[src/rtl/slide_match_gen.sv]
// Sliding-distance sample matcher: compares each accepted sample with the one DISTANCE
// accepted samples earlier, emits hit/hit_en and a run-length lock flag. Optional: SLIDE_MATCH_STATS_EN.
module slide_match_gen #(
   parameter int DATA_W   = 32,
   parameter int DISTANCE = 16,
   parameter int RUN_TH   = 8,
   parameter int CNT_W    = 16
) (
   input  logic              clk,
   input  logic              reset,
   input  logic              in_valid,
   input  logic [DATA_W-1:0] in_data,
   input  logic              clear,
   output logic              hit_en,
   output logic              hit,
   output logic [CNT_W-1:0]  run_len,
   output logic              loop_lock,
   output logic [1:0]        state
`ifdef SLIDE_MATCH_STATS_EN
   ,
   output logic [CNT_W-1:0]  hit_total
`endif
);

   // Handshake: a sample is taken on every rising edge where in_valid=1 and clear=0; there
   // is no back-pressure. hit_en/hit report that sample exactly one cycle later.

   localparam int FILL_W = $clog2(DISTANCE + 1);
   localparam logic [FILL_W-1:0] FILL_MAX = FILL_W'(DISTANCE);
   localparam logic [CNT_W-1:0]  RUN_MAX  = {CNT_W{1'b1}};
   localparam logic [CNT_W-1:0]  RUN_THR  = CNT_W'(RUN_TH);

   typedef enum logic [1:0] {
      ST_FILL   = 2'd0,
      ST_SEARCH = 2'd1,
      ST_LOCK   = 2'd2
   } state_t;

   state_t            state_q, state_d;
   logic [FILL_W-1:0] fill_q, fill_d;
   logic [CNT_W-1:0]  run_d;
   logic [DATA_W-1:0] hist [DISTANCE];
   logic              accepted;
   logic              fill_full;
   logic              match;

   assign accepted  = in_valid && !clear;
   assign fill_full = (fill_q == FILL_MAX);
   // hist[DISTANCE-1] is read before this edge's shift, i.e. DISTANCE samples back.
   assign match     = accepted && fill_full && (in_data == hist[DISTANCE-1]);

   always_comb begin
      fill_d = fill_q;
      run_d  = run_len;
      if (accepted) begin
         if (!fill_full)
            fill_d = fill_q + FILL_W'(1);
         if (match)
            run_d = (run_len == RUN_MAX) ? run_len : run_len + CNT_W'(1);
         else
            run_d = '0;
      end
   end

   always_comb begin
      state_d = state_q;
      case (state_q)
         ST_FILL:   if (accepted && fill_d == FILL_MAX) state_d = ST_SEARCH;
         ST_SEARCH: if (match && run_d >= RUN_THR)      state_d = ST_LOCK;
         ST_LOCK:   if (accepted && !match)             state_d = ST_SEARCH;
         default:   state_d = ST_FILL;
      endcase
      if (clear)
         state_d = ST_FILL;
   end

   always_ff @(posedge clk or negedge reset) begin
      if (!reset) begin
         state_q <= ST_FILL;
         fill_q  <= '0;
         run_len <= '0;
         hit_en  <= 1'b0;
         hit     <= 1'b0;
      end else begin
         state_q <= state_d;
         hit_en  <= accepted;
         hit     <= match;
         if (clear) begin
            fill_q  <= '0;
            run_len <= '0;
         end else begin
            fill_q  <= fill_d;
            run_len <= run_d;
         end
      end
   end

   // History contents are don't-care after reset; only fill_q qualifies them.
   always_ff @(posedge clk) begin
      if (accepted) begin
         hist[0] <= in_data;
         for (int i = 1; i < DISTANCE; i++)
            hist[i] <= hist[i-1];
      end
   end

   assign loop_lock = (state_q == ST_LOCK);
   assign state     = state_q;

`ifdef SLIDE_MATCH_STATS_EN
   always_ff @(posedge clk or negedge reset) begin
      if (!reset)
         hit_total <= '0;
      else if (clear)
         hit_total <= '0;
      else if (match && hit_total != RUN_MAX)
         hit_total <= hit_total + CNT_W'(1);
   end
`endif

endmodule

[config.mk]
export PLATFORM = sky130hd
export DESIGN_NAME = slide_match_gen
export DESIGN_NICKNAME = d
export VERILOG_FILES = /design/src/rtl/slide_match_gen.sv
export SDC_FILE = /design/constraint.sdc
export NUM_CORES = 1
export LEC_CHECK = 0
export ABC_AREA = 1
export CORE_UTILIZATION = 50
export CTS_CLUSTER_DIAMETER = 40
export DETAILED_ROUTE_END_ITERATION = 6
export DONT_BUFFER_PORTS = 1
export PLACE_DENSITY_LB_ADDON = 0.25
export SYNTH_ARGS = -nofsm -noshare
export SYNTH_HDL_FRONTEND = slang
export SYNTH_SLANG_ARGS = --single-unit
[constraint.sdc]
create_clock -name clk -period 2.1 [get_ports clk]
set_input_delay 0.42 -clock clk [delete_from_list [all_inputs] [get_ports clk]]
set_output_delay 0.42 -clock clk [all_outputs]
set_load 0.01 [all_outputs]
Word level (Yosys, flattened, before mapping)
Memory sizes are Yosys's and may differ from the RTL's.
Index checks and enable logic that the tools add are counted.

storage, ports and cells
  output and inout port bits = 21
  memories = 1
  register bits after elaboration = 25
  bits of input ports = 36
  memory bits (writable) = 512
  logic and storage cells = 42

memories
  name  words  bits a word  read ports  clocked after memory_dff  write ports  RTL line  text
  hist  16     32           16          0                         16           42        logic [DATA_W-1:0] hist [DISTANCE];

cells by class
  reduce and logical (&&, ||, !) cells = 10
  $lt $le $gt $ge = 1
  equality and inequality tests = 9
  multiplexer cells = 14
  $add $sub $neg = 2

operators with widths
  kind                                                                    count
  16-bit 2-to-1 mux                                                       4
  32-bit equality test                                                    1
  16-bit by 1-bit adder with 16-bit output, second input constant         1
  16-bit equality test, second input constant                             1
  16-bit by 4-bit >= comparator with 1-bit output, second input constant  1
  5-bit 2-to-1 mux                                                        3
  5-bit equality test, second input constant                              2
  2-bit 2-to-1 mux                                                        4
  1-bit logical AND                                                       6
  3-bit != test, second input constant                                    2
  2-bit case mux with 3 select lines                                      1
  5-bit by 1-bit adder with 5-bit output, second input constant           1
  3-bit by 2-bit != test with 1-bit output, second input constant         1
  3-bit AND reduction                                                     1
  2-bit by 1-bit equality test with 1-bit output, second input constant   1
  2-bit equality test, second input constant                              1
  1-bit logical NOT                                                       2
  2-bit logical NOT                                                       1
  1-bit 2-to-1 mux                                                        2

Depth between registers and ports, before layout
Gate-level depths: netlist (run 1).

  depth in word-level cells = 11
  depth in mapped cells = 18

Worst setup path before layout (run 1)
No wires, ideal clock.

  path kind = input port to flip-flop
  start = input clear
  end = register state_q[1], in the netlist state[1]
  cell stages on the path = 14
  library setup time = 0.069 ns
  buffers on the path = 2
  required time = 2.031 ns
  slack = -5.975 ns
  arrival = 8.006 ns
  cell sequence = buf_2 inv_2 nand2_4 inv_2 buf_2 nand2_1 xor2_1 o2111ai_1 nand3_1 nand2_1 or2_1 nand2_1 nand2_1 nand2_1

between the ends
  word-level cells in the longest chain between the ends = 10

RTL lines
  element                                          RTL line  text
  start: declaration                               13        input logic clear,
  1-bit logical NOT *                              47        assign accepted = in_valid && !clear;
  1-bit logical AND *                              47
  net accepted                                     43        logic accepted;
  1-bit logical AND (2 in series)                  50        assign match = accepted && fill_full && (in_data == hist[DISTANCE-1]);
  16-bit 2-to-1 mux                                58        if (match)
  16-bit 2-to-1 mux                                55        if (accepted) begin
  16-bit by 4-bit >= comparator with 1-bit output  69        ST_SEARCH: if (match && run_d >= RUN_THR) state_d = ST_LOCK;
  1-bit logical AND                                69
  3-bit != test (no line)                          --
  3-bit AND reduction (no line) *                  --
  end signal: assignment                           85        state_q <= state_d;
  end: declaration                                 39        state_t state_q, state_d;

Mark *: on every way through the listed nets, which the timed path passes. The rest lies on a longest branch.
A chain may end at the register's enable or synchronous reset.

Final worst setup path (run 1)
  start = register run_len[0]
  end = register state_q[0], in the netlist state[0]

between the ends
  word-level cells in the longest chain between the ends = 8

RTL lines
  element                                                                           RTL line  text
  start: declaration                                                                16        output logic [CNT_W-1:0] run_len,
  start signal: assignment                                                          93        run_len <= run_d;
  16-bit by 1-bit adder with 16-bit output or 16-bit equality test (tied branches)  59        run_d = (run_len == RUN_MAX) ? run_len : run_len + CNT_W'(1);
  16-bit 2-to-1 mux                                                                 59
  16-bit 2-to-1 mux                                                                 58
  16-bit 2-to-1 mux *                                                               55
  16-bit by 4-bit >= comparator with 1-bit output *                                 69
  1-bit logical AND *                                                               69
  3-bit != test (no line) *                                                         --
  3-bit AND reduction (no line) *                                                   --

Every way passes the cells marked *; elsewhere a longest branch is shown, timed or not.

==> results of run 1 <==
## metrics by stage
stage / worst slack, ns / util [%]
global route: -0.216 / 61.7
global placement: -0.155 / 53.9
floorplan: -0.885 / -
finish: -0.0524 / 61.7
detailed placement: -0.267 / 53.9
CTS: -0.0253 / 61.6
## worst register-to-register path, cell delays in order (launching register included)
cell and delay, ns:
dfrtp_1 0.36, ha_2 0.21, nand3_4 0.10, nor3_4 0.26, nand3_4 0.19, nand3_2 0.13
nand2_2 0.06, nand2_2 0.07, inv_2 0.04, o21ai_1 0.12, nand2_1 0.06, nor2_1 0.11
nand2_1 0.08, nand2_1 0.08, nand2_2 0.07, nand2_1 0.08, nand2_1 0.05
## report_power, final
| part | switching [mW] | leakage, nW | internal (mW) |
|---|---|---|---|
| sequential | 0.138 | 5.15 | 12.2 |
| clock | 4.14 | 0.972 | 6.21 |
| combinational | 0.367 | 1.53 | 0.188 |
## repair_timing
item / in CTS / in global routing
hold endpoints to repair: 80 / 0
pin swaps: 25 / 15
hold buffers: 44 / 0
setup endpoints to repair: 6 / 5
setup buffers: 10 / 1
gates resized for setup: 32 / 13
## area by class of cell
type                    count  share of cell area [%]
flip-flops and latches    537                    74.3
multi-input cells         315                    7.98
clock buffers              71                    7.21
repair buffers             97                    4.30
well taps                 455                    2.64
clock inverters            40                    2.13
inverters                  77                    1.43
## layer usage
| layer | vias up | wire length (microns) |
|---|---|---|
| met5 | - | 0 |
| met4 | 0 | 1120 |
| met3 | 71 | 1800 |
| met2 | 176 | 12000 |
| met1 | 3912 | 12300 |
| li1 | 3728 | - |
## placed cells by master, fill, tap and decap left out, types with 7 or more instances in the layout
cell           synthesis  final
buf_4                  0     44
bufinv_16              0      7
clkbuf_1               2     10
clkbuf_16              0     60
clkinv_1               0      9
dfrtp_1               25     25
dlygate4sd3_1          0     43
edfxtp_1             512    512
inv_1                 75     72
inv_6                  0      8
nand2_1              138    129
nand2_2                1      7
nand3_1               27     16
nand3_2                4     12
nand4_1                8      8
nor2_1                53     49
nor3_1                16     15
o21ai_0                9      7
xnor2_1               10      9
xor2_1                10     10
## cells by family after synthesis
family	count (synthesis)	synth area share, %
compound gates	24	0.749
xor+xnor	20	0.980
fa+ha+maj	3	0.210
buf+inv	83	1.81
flops	537	89.5
simple gates	268	6.74
## worst max path at each step
stage | startpoint | endpoint | slack, ns | depth (start not counted)
after floorplan | clear | state[1]$_DFFE_PN0P_ | -0.88 | 16
after global placement | fill_q[0]$_DFF_PN0_ | state[1]$_DFFE_PN0P_ | -0.16 | 19
after detailed placement | fill_q[0]$_DFF_PN0_ | state[1]$_DFFE_PN0P_ | -0.27 | 19
after CTS | fill_q[1]$_DFF_PN0_ | state[1]$_DFFE_PN0P_ | -0.03 | 19
after global routing | run_len[3]$_DFF_PN0_ | state[0]$_DFFE_PN0P_ | -0.22 | 18
final | run_len[0]$_DFF_PN0_ | state[0]$_DFFE_PN0P_ | -0.05 | 16
## flip-flops by register name, summed over array words and instances, names as in the netlist
| name | count |
|---|---|
| fill_q | 5 |
| hist | 512 |
| hit | 1 |
| hit_en | 1 |
| run_len | 16 |
| state | 2 |
==> impl_metrics.ini, run 1 <==
[final_layout]
multi_input_area_sq_um = 1720
finish.net_count = 1127
layout.area.seq_sq_um = 16000
areaGrowthSynthToFinish_pct = 20.5
filler_cell_count = 2437
finalInstanceArea_sq_um = 21500
final_layout_size_suffix_gt1_share_pct = 17.5
insertedDiodeCount = 0
final-instance-count-excl-fill = 1592

[synth]
synth-seq-cells = 537
yosys_warning_total = 0
leading_cell_type_by_number_of_instances_after_synthesis = edfxtp_1
post_synth_main_area_contributors = edfxtp_1, dfrtp_1, nand2_1, inv_1, nor2_1
syn_area_sq_um = 17900
synth_cell_types = 34
post-synth-top-area-cell = edfxtp_1
syn_avg_cell_area_sq_um = 19.1
edff_count_synth = 512
ys_top_cells_by_count = edfxtp_1, nand2_1, inv_1
async_flop_share_pct = 4.66
sequential_area_share_after_synthesis_pct = 89.5
synth_nets = 974
syn_inst = 935
synth_top_area_share_pct = 86.0
dominantRegCellSynth = edfxtp_1

[global_route]
grt_use_met3_pct = 5.07
grt.busiest_layer = met2
grtUsageMet1_pct = 21.3
antenna_found_initial = 1
grt_max_degree = 163
grt_first_pass_wirelength_microns = 41900
first_global_vias = 7817
globalRouteMet2Util_pct = 21.8
grt_overflow = 0
grt_use_total_pct = 15.4

[critical_path]
crit_buf_inv = 1
cp-end-kind = flop
path_common_cell = nand2_1
worst-r2r-cell-count = 16
critical_path.top_delay_family = simple AND/OR/NAND/NOR gates
worst-endpoint-required_ns = 2.59
setup.worst_path.class = flop to flop
critical_path_cell_list = ha_2, nand3_4, nor3_4, nand3_4, nand3_2, nand2_2, nand2_2, inv_2, o21ai_1, nand2_1, nor2_1, nand2_1, nand2_1, nand2_2, nand2_1, nand2_1
worstSetupStartpointType = flop
crit-reg2reg-launch = run_len[0]$_DFF_PN0_
critical_path.max_fanout = 6
critical_path_arrival_ns = 2.64
cp_slowest_stage_delay_ns = 0.36
critical_path.reg2reg.endpoint = state[0]$_DFFE_PN0P_
setup.reg_to_reg.worst_slack_ns = -0.05
slowest_cell_on_the_critical_path = dfrtp_1

[cts]
cts_root_buffer = clkbuf_16
cts.reportedPaths.clkPinSlew_ns = 0.06
numClockSinks = 537
cts_tree = built
number_of_buffers_created_by_cts = 60
h-tree-depth = 2
clk_latency_ns = 0.60
cts_buffer_depth = 3

[routing]
drc_errors = 0
final_wl_microns = 27200
route.antenna.remaining_nets = 0
firstDrtPassIters = 4
post_drt_via_cell_ratio = 4.95
dr.first_iter.drc_count = 564
via_count = 7887
wl_per_cell_microns = 17.1

[timing]
setup_viol = 2
achievable-frequency_ghz = 0.465
layout_worst_path_cycle_share_pct = 102
period_needed_ns = 2.15
rsz0062_at_grt = yes
setup_tns_ns = -0.0944
slew_headroom_pct = 43.6
fin_worst_skew_ns = 0.0135
max_slew.worst_pin.slew_ns = 0.847
finalHoldViolCount = 0
finalHoldWorstSlack_ns = 0.0419
final_critical_path_setup_slack_ns = -0.0524
slew_viol_final = 0

[die]
initial_utilization_pct = 51.2
die_width_microns = 191
die_height_microns = 191
floorplan.core_area_sq_um = 34900
design.portCount = 57
die_area_sq_um = 36500
num_rows = 68

[pwr]
total_power_mw = 23.2
power_density_of_the_placed_cells_nw_per_um2 = 1080
static-leakage-power_nw = 7.65
ir_worst_vdd_mv = 0.852

[min_path]
min_to = state[1]$_DFFE_PN0P_
hold_class = input port to flop
holdCritStartpoint = clear
min_delay_path_depth = 3

[placement]
postPlaceCellArea_sq_um = 18800
dpl.cell_count = 1426
port_buffer_count = 0
place.gp.congestion = 0.815
dp_hpwl_microns = 15100

[outcome]
violations = setup timing
run_status = complete, but fails checks

[run]
drv.max_cap_violation_count = 0
No activity file was read; power rests on OpenSTA's default activity.
==> inputs of run 2 (changes only) <==
Settings changed: CORE_UTILIZATION 50 to 56.
==> run 2 against run 1 <==
Against the previous run:
- the run now ends clean
- utilization rose by 5.6 points
- final cell count fell by 4.5%
- sequential share of layout area rose by 1.3 points
- routed wire length fell by 1.5%
- worst hold slack improved by 0.0075 ns
- clock skew rose by 0.021 ns
- non-clock buffer count fell by 9
- via count barely moved
- critical endpoint is now state[1]$_DFFE_PN0P_
==> impl_metrics.ini, run 2 (synthesized netlist as in run 1, its figures left out) <==
[outcome]
run_status = finished clean

[die]
die_width_microns = 181
floorplan.core_area_sq_um = 31500
die_area_sq_um = 32600
num_rows = 65
design.portCount = 57
initial_utilization_pct = 56.8
die_height_microns = 181

[routing]
firstDrtPassIters = 5
post_drt_via_cell_ratio = 5.19
route.antenna.remaining_nets = 0
dr.first_iter.drc_count = 673
wl_per_cell_microns = 17.6
drc_errors = 0
final_wl_microns = 26800
via_count = 7888

[cts]
cts_root_buffer = clkbuf_16
clk_latency_ns = 0.57
cts_tree = built
cts.reportedPaths.clkPinSlew_ns = 0.06
number_of_buffers_created_by_cts = 55
cts_buffer_depth = 3
numClockSinks = 537
h-tree-depth = 2

[critical_path]
worst-endpoint-required_ns = 2.58
critical_path.reg2reg.endpoint = state[1]$_DFFE_PN0P_
cp-end-kind = flop
setup.reg_to_reg.worst_slack_ns = 0.003
critical_path.max_fanout = 6
worst-r2r-cell-count = 19
setup.worst_path.class = flop to flop
crit-reg2reg-launch = fill_q[1]$_DFF_PN0_
worstSetupStartpointType = flop
critical_path_arrival_ns = 2.58

[pwr]
power_switching_share_pct = 19.9
seq_power_share_pct = 55.1
power.switching_mw = 4.44
power_frac_clock_pct = 42.6
internal-power_mw = 17.9
power_density_of_the_placed_cells_nw_per_um2 = 1050
power.combinational.fraction_pct = 2.3
static-leakage-power_nw = 7.50
ir_worst_vdd_mv = 0.757

[timing]
achievable-frequency_ghz = 0.477
layout_worst_path_cycle_share_pct = 99.9
max_slew.worst_pin.slew_ns = 0.970
rsz0062_at_grt = yes
final_critical_path_setup_slack_ns = 0.00284
slew_viol_final = 0
period_needed_ns = 2.10
finalHoldViolCount = 0
slew_headroom_pct = 35.3
finalHoldWorstSlack_ns = 0.0494
fin_worst_skew_ns = 0.0347
setup_tns_ns = 0
setup_viol = 0

[global_route]
grt_max_degree = 159
grt_overflow = 0
first_global_vias = 7900
grt_first_pass_wirelength_microns = 41900
grt_use_total_pct = 16.9
antenna_found_initial = 1

[final_layout]
final_core_util_pct = 67.3
layout_top_registers = hist x512, run_len x16, fill_q x5
insertedDiodeCount = 0
largest-register = hist
areaGrowthSynthToFinish_pct = 18.5
filler_cell_count = 1954
final_layout_size_suffix_gt1_share_pct = 17.3
final_cell_mix = edfxtp_1, nand2_1, inv_1
layout.cells.most_common = edfxtp_1
largest_reg_flops = 512
finish.net_count = 1113

[min_path]
holdCritStartpoint = clear
hold_class = input port to flop
min_to = state[0]$_DFFE_PN0P_
min_delay_path_depth = 3

[placement]
place.gp.congestion = 0.888
port_buffer_count = 0
dp_hpwl_microns = 14600
place_ws_ns = -0.0221

[run]
drv.max_cap_violation_count = 0
run 2: cell type report:
type                    count  area [sq um]  area share [%]
clock buffers              64          1430            6.75
clock inverters            37           382            1.80
inverters                  77           308            1.45
multi-input cells         315          1740            8.21
flip-flops and latches    537         16000            75.6
well taps                 402           503            2.38
repair buffers             88           812            3.83
run 2: layer usage:
| metal | vias to the layer above | global-route usage, % | routed length [microns] |
|---|---|---|---|
| li1 | 3697 | - | - |
| met1 | 3962 | 24.5 | 12400 |
| met2 | 171 | 24.8 | 12000 |
| met3 | 56 | 4.28 | 1570 |
| met4 | 2 | 6.77 | 816 |
| met5 | - | 0 | 13 |
run 2: metrics by stage:
stage	std cells	power (mW)	cell area (sq um)
floorplan	935	12.8	17900
global placement	1377	12.9	18800
detailed placement	1377	12.9	18800
CTS	1513	22.6	20900
global route	1520	23.1	21200
finish	1520	22.3	21200
run 2: how the worst max path moves through the flow:
stage / from / to / slack (ns)
3_3_place_gp: fill_q[0]$_DFF_PN0_ / state[1]$_DFFE_PN0P_ / 0.01
3_5_place_dp: fill_q[0]$_DFF_PN0_ / state[1]$_DFFE_PN0P_ / -0.02
5_1_grt: run_len[1]$_DFF_PN0_ / state[0]$_DFFE_PN0P_ / -0.17
2_1_floorplan: clear / state[1]$_DFFE_PN0P_ / -0.88
6_report: fill_q[1]$_DFF_PN0_ / state[1]$_DFFE_PN0P_ / 0.003
4_1_cts: run_len[0]$_DFF_PN0_ / state[0]$_DFFE_PN0P_ / 0.003
run 2: timing repair:
item | CTS | global route
setup buffers | 0 | 7
hold endpoints to repair | 78 | 0
hold buffers | 35 | 0
endpoints found under the setup margin | 2 | 6
gates resized for setup | 3 | 43
pin swaps | 1 | 26
run 2: power by group through the flow:
stage | combinational [mW] | clock (mW) | sequential [mW]
6_report | 0.512 | 9.51 | 12.3
5_1_grt | 0.565 | 10.2 | 12.3
4_1_cts | 0.499 | 9.74 | 12.3
3_5_place_dp | 0.422 | 0 | 12.5
3_3_place_gp | 0.408 | 0 | 12.5
2_1_floorplan | 0.313 | 0 | 12.5
run 2: worst max-delay path, stage by stage, from the launching register on:
cell and delay (ns):
dfrtp_1 0.41, inv_2 0.09, ha_4 0.13, nand2_1 0.05, nor2_2 0.15, nand3_1 0.09, nor2_1 0.09, nand2_1 0.08
nor2_4 0.15, buf_12 0.13, nand3_1 0.07, nand2_1 0.08, inv_2 0.04, nand3_2 0.06, nor2_1 0.05, nand2_1 0.08
nand2_1 0.06, nand2_1 0.07, nand2_1 0.05, nand2_1 0.07
==> inputs of run 3 (changes only) <==
Settings changed: GPL_ROUTABILITY_DRIVEN set to 1, SLEW_MARGIN set to 25.
==> results of run 3 <==
Final layout, timing and power as in run 2 (identical DEF).
==> variant 1: new RTL, flow settings as in run 2 <==
Change the parameter `CNT_W` from 16 to 32.
--- a/src/rtl/slide_match_gen.sv
+++ b/src/rtl/slide_match_gen.sv
@@ -5,5 +5,5 @@
    parameter int DISTANCE = 16,
    parameter int RUN_TH   = 8,
-   parameter int CNT_W    = 16
+   parameter int CNT_W    = 32
 ) (
    input  logic              clk,
Interface: changed (resized run_len); port bits go from 57 to 73. No check against the original RTL was run, so the function may have changed too.
==> variant 1 against run 2 <==
- the flow now finishes with violations (setup timing)
- wire length is 43% higher
- final cell count is 36% higher
- sequential cell count is 16 higher
- global-route usage is 5.3 points higher
- worst setup slack worse by 0.34 ns
- final area is 16% higher
- synthesized cell count is 38% higher
- total power is 5.6% higher
- synthesized area is 9.6% higher
- via count is 34% higher
- largest power group unchanged
==> variant 1: results (changes against run 2) <==
stage,metric,value,unit,change
routing,wl on met1,17400,microns,+41%
timing,Worst-Margin Slew,0.663,ns,-0.307 ns
placement,Place WS,-0.525,ns,-0.503 ns
global_routing,GRT Util Overall,0.222,,+0.0533
global_routing,GRT met2 Usage,0.343,,+0.0958
timing,final worst setup slack,-0.340,ns,-0.343 ns
synthesis,syn nets,1327,,+36%
global_routing,largest net degree at the start of global routing,126,,-21%
placement,Final HPWL DP,23100,microns,+58%
final_layout,fin nets,1606,,+44%
routing,Iter 0 DRT Violations,845,,+26%
routing,DR WL met3,2240,microns,+43%
routing,top sig layer,met4,,
pwr,Worst VDD drop,0.000929,V,+23%
routing,final WL,38500,microns,+43%
synthesis,Async SR Flop Fraction,0.0741,,+0.0276
timing,sum of negative setup slack,-0.649,ns,-0.649 ns
final_layout,Layout fillers,2238,,+15%
hold_path,WHS Endpoint,run_len[2]$_DFF_PN0_,,
critical_path,critical path arrival,2.98,ns,+0.40 ns
synthesis,register area share after synthesis,0.837,,-0.0577
global_routing,vias in the first global route,10400,,+32%
pwr,Leak,9.38,nW,+25%
floorplanning,core area,34500,sq um,+9.5%
placement,Placer Congestion,0.941,,+5.9%
outcome,failing checks,setup timing,,
global_routing,grt met3 use,0.0528,,+0.00998
final_layout,largest registers in the final layout,"hist x512, run_len x32, fill_q x5",,
global_routing,M1 GR Usage,0.318,,+0.0728
synthesis,most frequent cells after synthesis,"edfxtp_1, nand2_1, inv_1",,
timing,Final setup viols,2,,+2
outcome,status,"finished, violations left",,
synthesis,largest cells by area after synthesis,"edfxtp_1, nand2_1, dfrtp_1",,
synthesis,Netlist cell types,33,,-2.9%
clock_tree,"Clk Latency, worst-skew pair",0.61,ns,+0.04 ns
clock_tree,number of CTS-inserted buffers,59,,+7.3%
critical_path,Crit Path Max Fanout,7,,+1
critical_path,Worst R2R Start,fill_q[3]$_DFF_PN0_,,
final_layout,fraction of layout cells with a size suffix above 1,0.250,,+0.0772
==> variant 1: worst max-delay path by stage <==
stage	startpoint	to	slack [ns]	cells past startpoint
after global routing	fill_q[0]$_DFF_PN0_	state[1]$_DFFE_PN0P_	-0.56	16
after global placement	in_data[5]	state[0]$_DFFE_PN0P_	-0.54	19
after floorplan	clear	state[0]$_DFFE_PN0P_	-0.83	15
after detailed placement	in_data[5]	state[0]$_DFFE_PN0P_	-0.53	19
after CTS	fill_q[1]$_DFF_PN0_	state[0]$_DFFE_PN0P_	-0.26	22
final	fill_q[3]$_DFF_PN0_	state[1]$_DFFE_PN0P_	-0.34	15
==> variant 1: logic make-up (layout without fill, tap and decap cells) <==
| group | count (synthesis) | in the layout | share of synthesized area |
|---|---|---|---|
| flip-flops | 553 | 553 | 0.837 |
| AO/OA/AOI/OAI | 24 | 24 | 0.00716 |
| XOR/XNOR | 8 | 8 | 0.00358 |
| buffers and inverters | 150 | 474 | 0.0299 |
| adder cells (fa/ha/maj) | 3 | 3 | 0.00192 |
| AND/OR/NAND/NOR | 550 | 551 | 0.120 |
==> variant 1: critical path: stages (launching register included) <==
cell	delay [ns]
dfrtp_1	0.39
nor2_1	0.20
nand3_4	0.11
nor2_4	0.18
buf_6	0.16
inv_1	0.11
nand2_1	0.12
nor2_1	0.07
nor4_2	0.30
nand2_1	0.10
nand4_1	0.09
nand2_1	0.08
nor2_1	0.11
nand2_2	0.08
buf_6	0.11
a21oi_2	0.12
==> variant 1: through the flow <==
stage          hold slack (ns)  std cells  total power [mW]   util  area, sq um
2_1_floorplan            0.124       1288              13.1      -        19700
3_3_place_gp             0.125       1907              13.3  0.625        21500
3_5_place_dp             0.125       1907              13.3  0.625        21500
4_1_cts                 0.0763       2059              23.8  0.704        24300
5_1_grt                 0.0968       2068              24.3  0.711        24500
6_report                0.0994       2068              23.6  0.711        24500
==> variant 1: area by class of cell <==
cell class,instances,area (sq um),area share
inverters,138,566,0.0231
well taps,455,569,0.0232
multi-input cells,586,3010,0.123
repair buffers,229,1970,0.0803
clock buffers,71,1550,0.0634
clock inverters,36,433,0.0177
flip-flops and latches,553,16400,0.670
==> variant 1: repair_timing <==
| action | CTS | global route |
|---|---|---|
| cloned | 1 | 0 |
| hold endpoints to repair | 111 | 0 |
| endpoints found under the setup margin | 13 | 14 |
| pin swaps | 31 | 23 |
| hold buffers | 36 | 0 |
| resized for setup | 74 | 47 |
| setup buffers | 9 | 9 |
==> variant 1: report_power, final <==
group	total (mW)	switching [mW]	internal, mW
logic	0.658	0.425	0.233
clock network	10.3	4.32	6.01
registers	12.6	0.130	12.5
total	23.6	4.88	18.7
==> variant 2: new RTL, config.mk and constraints of run 2 <==
Made on the original files. The output `hit_en` loses its register stage (`hit_en` becomes a continuous assignment). Comments in the files are not updated.
--- a/src/rtl/slide_match_gen.sv
+++ b/src/rtl/slide_match_gen.sv
@@ -80,9 +80,7 @@
          fill_q  <= '0;
          run_len <= '0;
-         hit_en  <= 1'b0;
          hit     <= 1'b0;
       end else begin
          state_q <= state_d;
-         hit_en  <= accepted;
          hit     <= match;
          if (clear) begin
@@ -95,4 +93,6 @@
       end
    end
+
+   assign hit_en = accepted;
 
    // History contents are don't-care after reset; only fill_q qualifies them.
Function: changed (Yosys sat finds a counterexample within 4 cycles, from zero or initial values and one cycle with reset low).
==> variant 2 against run 2 <==
- the run now ends with DRC, setup timing left
- wire length increased by 0.42%
- global-route usage increased by 0.15 points
- count of clock-buffer cells in the layout up 10
- die area down 0.14%
- sequential cell count down 1
- synthesized area down 0.14%
- worst setup slack got worse by 0.024 ns
- total power up 1.4%
- via count up 0.41%
- synthesized cell count decreased by 0.11%
- final area is 0.32% higher
- first-iteration DRC count decreased by 13%
- highest routed layer is now met4
==> variant 2: results (changes against run 2) <==
stage,metric,value,unit,change
timing,Worst-Margin Slew,0.898,ns,-0.0723 ns
critical_path,Crit Path Max Fanout,5,,-1
routing,DR WL met3,1620,microns,+3.3%
timing,final worst setup slack,-0.0210,ns,-0.0238 ns
final_layout,multi-input combinational area share,0.0807,,-0.00138
global_routing,first-pass GRT wire length,42000,microns,+0.35%
final_layout,final core occ,0.675,,+0.00219
final_layout,Non-CTS buffers,94,,+6.8%
routing,wl on met1,12200,microns,-1.3%
global_routing,vias in the first global route,7937,,+0.47%
routing,wire per inst,17.6,microns,about the same
final_layout,Signal buf overhead,0.0403,,+0.00194
outcome,status,"finished, violations left",,
final_layout,sequential cell count,536,,-0.19%
timing,clock skew,0.0388,ns,+0.00412 ns
synthesis,most frequent cells after synthesis,"edfxtp_1, nand2_1, inv_1",,
routing,Met2 Wirelength,12000,microns,-0.46%
outcome,failing checks,"DRC, setup timing",,
global_routing,initial antenna violation count,2,,+1
final_layout,clock buf count,74,,+16%
placement,Port Buf Inserts,0,,unchanged
critical_path,critical path arrival,2.56,ns,-0.02 ns
synthesis,register area share after synthesis,0.895,,about the same
synthesis,largest cells by area after synthesis,"edfxtp_1, dfrtp_1, nand2_1",,
clock_tree,"Clk Latency, worst-skew pair",0.59,ns,+0.02 ns
final_layout,Storage cell area,16000,sq um,-0.16%
synthesis,YS warnings,0,,unchanged
timing,Final setup viols,2,,+2
final_layout,fin nets,1120,,+0.63%
final_layout,fraction of layout cells with a size suffix above 1,0.174,,+0.00159
global_routing,M1 GR Usage,0.241,,-0.00408
global_routing,GRT met2 Usage,0.247,,-0.000746
synthesis,Mapped Avg Cell Area,19.1,sq um,about the same
pwr,Leak,7.53,nW,+0.32%
placement,Placer Congestion,0.872,,-1.9%
placement,Final HPWL DP,15000,microns,+3.0%
pwr,Worst VDD drop,0.000884,V,+17%
routing,Iter 0 DRT Violations,586,,-13%
global_routing,GRT Util Overall,0.170,,+0.00152
synthesis,Async SR Flop Fraction,0.0448,,-0.00178
routing,vias per std cell,5.19,,about the same
synthesis,syn nets,973,,-0.10%
routing,top sig layer,met4,,
routing,# DRC,1,,+1
routing,drt first pass iters,7,,+2
placement,dpl cell area,18800,sq um,about the same
global_routing,largest net degree at the start of global routing,180,,+13%
clock_tree,number of CTS-inserted buffers,57,,+3.6%
global_routing,grt met3 use,0.0449,,+0.00202
final_layout,clock-cell share of area,0.0888,,+0.00326
-- variant 2: cell count changes after synthesis, sizes merged --
cell	before	now
dfrtp	25	24
-- variant 2: where the power goes --
group	internal, mW	total (mW)	switching, mW
sequential	12.2	12.3	0.139
clock	5.80	9.83	4.03
combinational	0.161	0.528	0.367
-- variant 2: worst paths after layout --
check | start | end | slack (ns) | cells after the start
worst min register to register | hist[0][50]$_DFFE_PN_ | hist[0][82]$_DFFE_PN_ | 0.39 | 0
min in group asynchronous | reset | fill_q[2]$_DFF_PN0_ | 0.29 | 2
max in group asynchronous | reset | run_len[6]$_DFF_PN0_ | 1.62 | 2
worst min-delay path | clear | state[1]$_DFFE_PN0P_ | 0.04 | 3
worst max-delay path | run_len[1]$_DFF_PN0_ | state[0]$_DFFE_PN0P_ | -0.02 | 17
worst max register to register | run_len[1]$_DFF_PN0_ | state[0]$_DFFE_PN0P_ | -0.02 | 17
-- variant 2: timing repair --
action / in CTS / in global routing
endpoints found under the setup margin: 2 / 7
setup buffers: 9 / 1
endpoints found under the hold margin: 77 / 0
pin swaps: 25 / 8
resized for setup: 22 / 21
hold buffers: 35 / 0
-- variant 2: kinds of logic after synthesis --
family,share of synthesized area
fa+ha+maj,0.00210
simple gates,0.0675
xor+xnor,0.00981
flops,0.895
buf+inv,0.0181
compound gates,0.00750
-- variant 2: stage by stage --
stage          setup TNS (ns)  cells  setup WS (ns)
2_1_floorplan         -180.22    934         -0.890
3_3_place_gp           -0.125   1379        -0.0663
3_5_place_dp           -0.211   1379         -0.111
4_1_cts              -0.00341   1526       -0.00341
5_1_grt                -0.388   1527         -0.206
6_report              -0.0305   1527        -0.0210
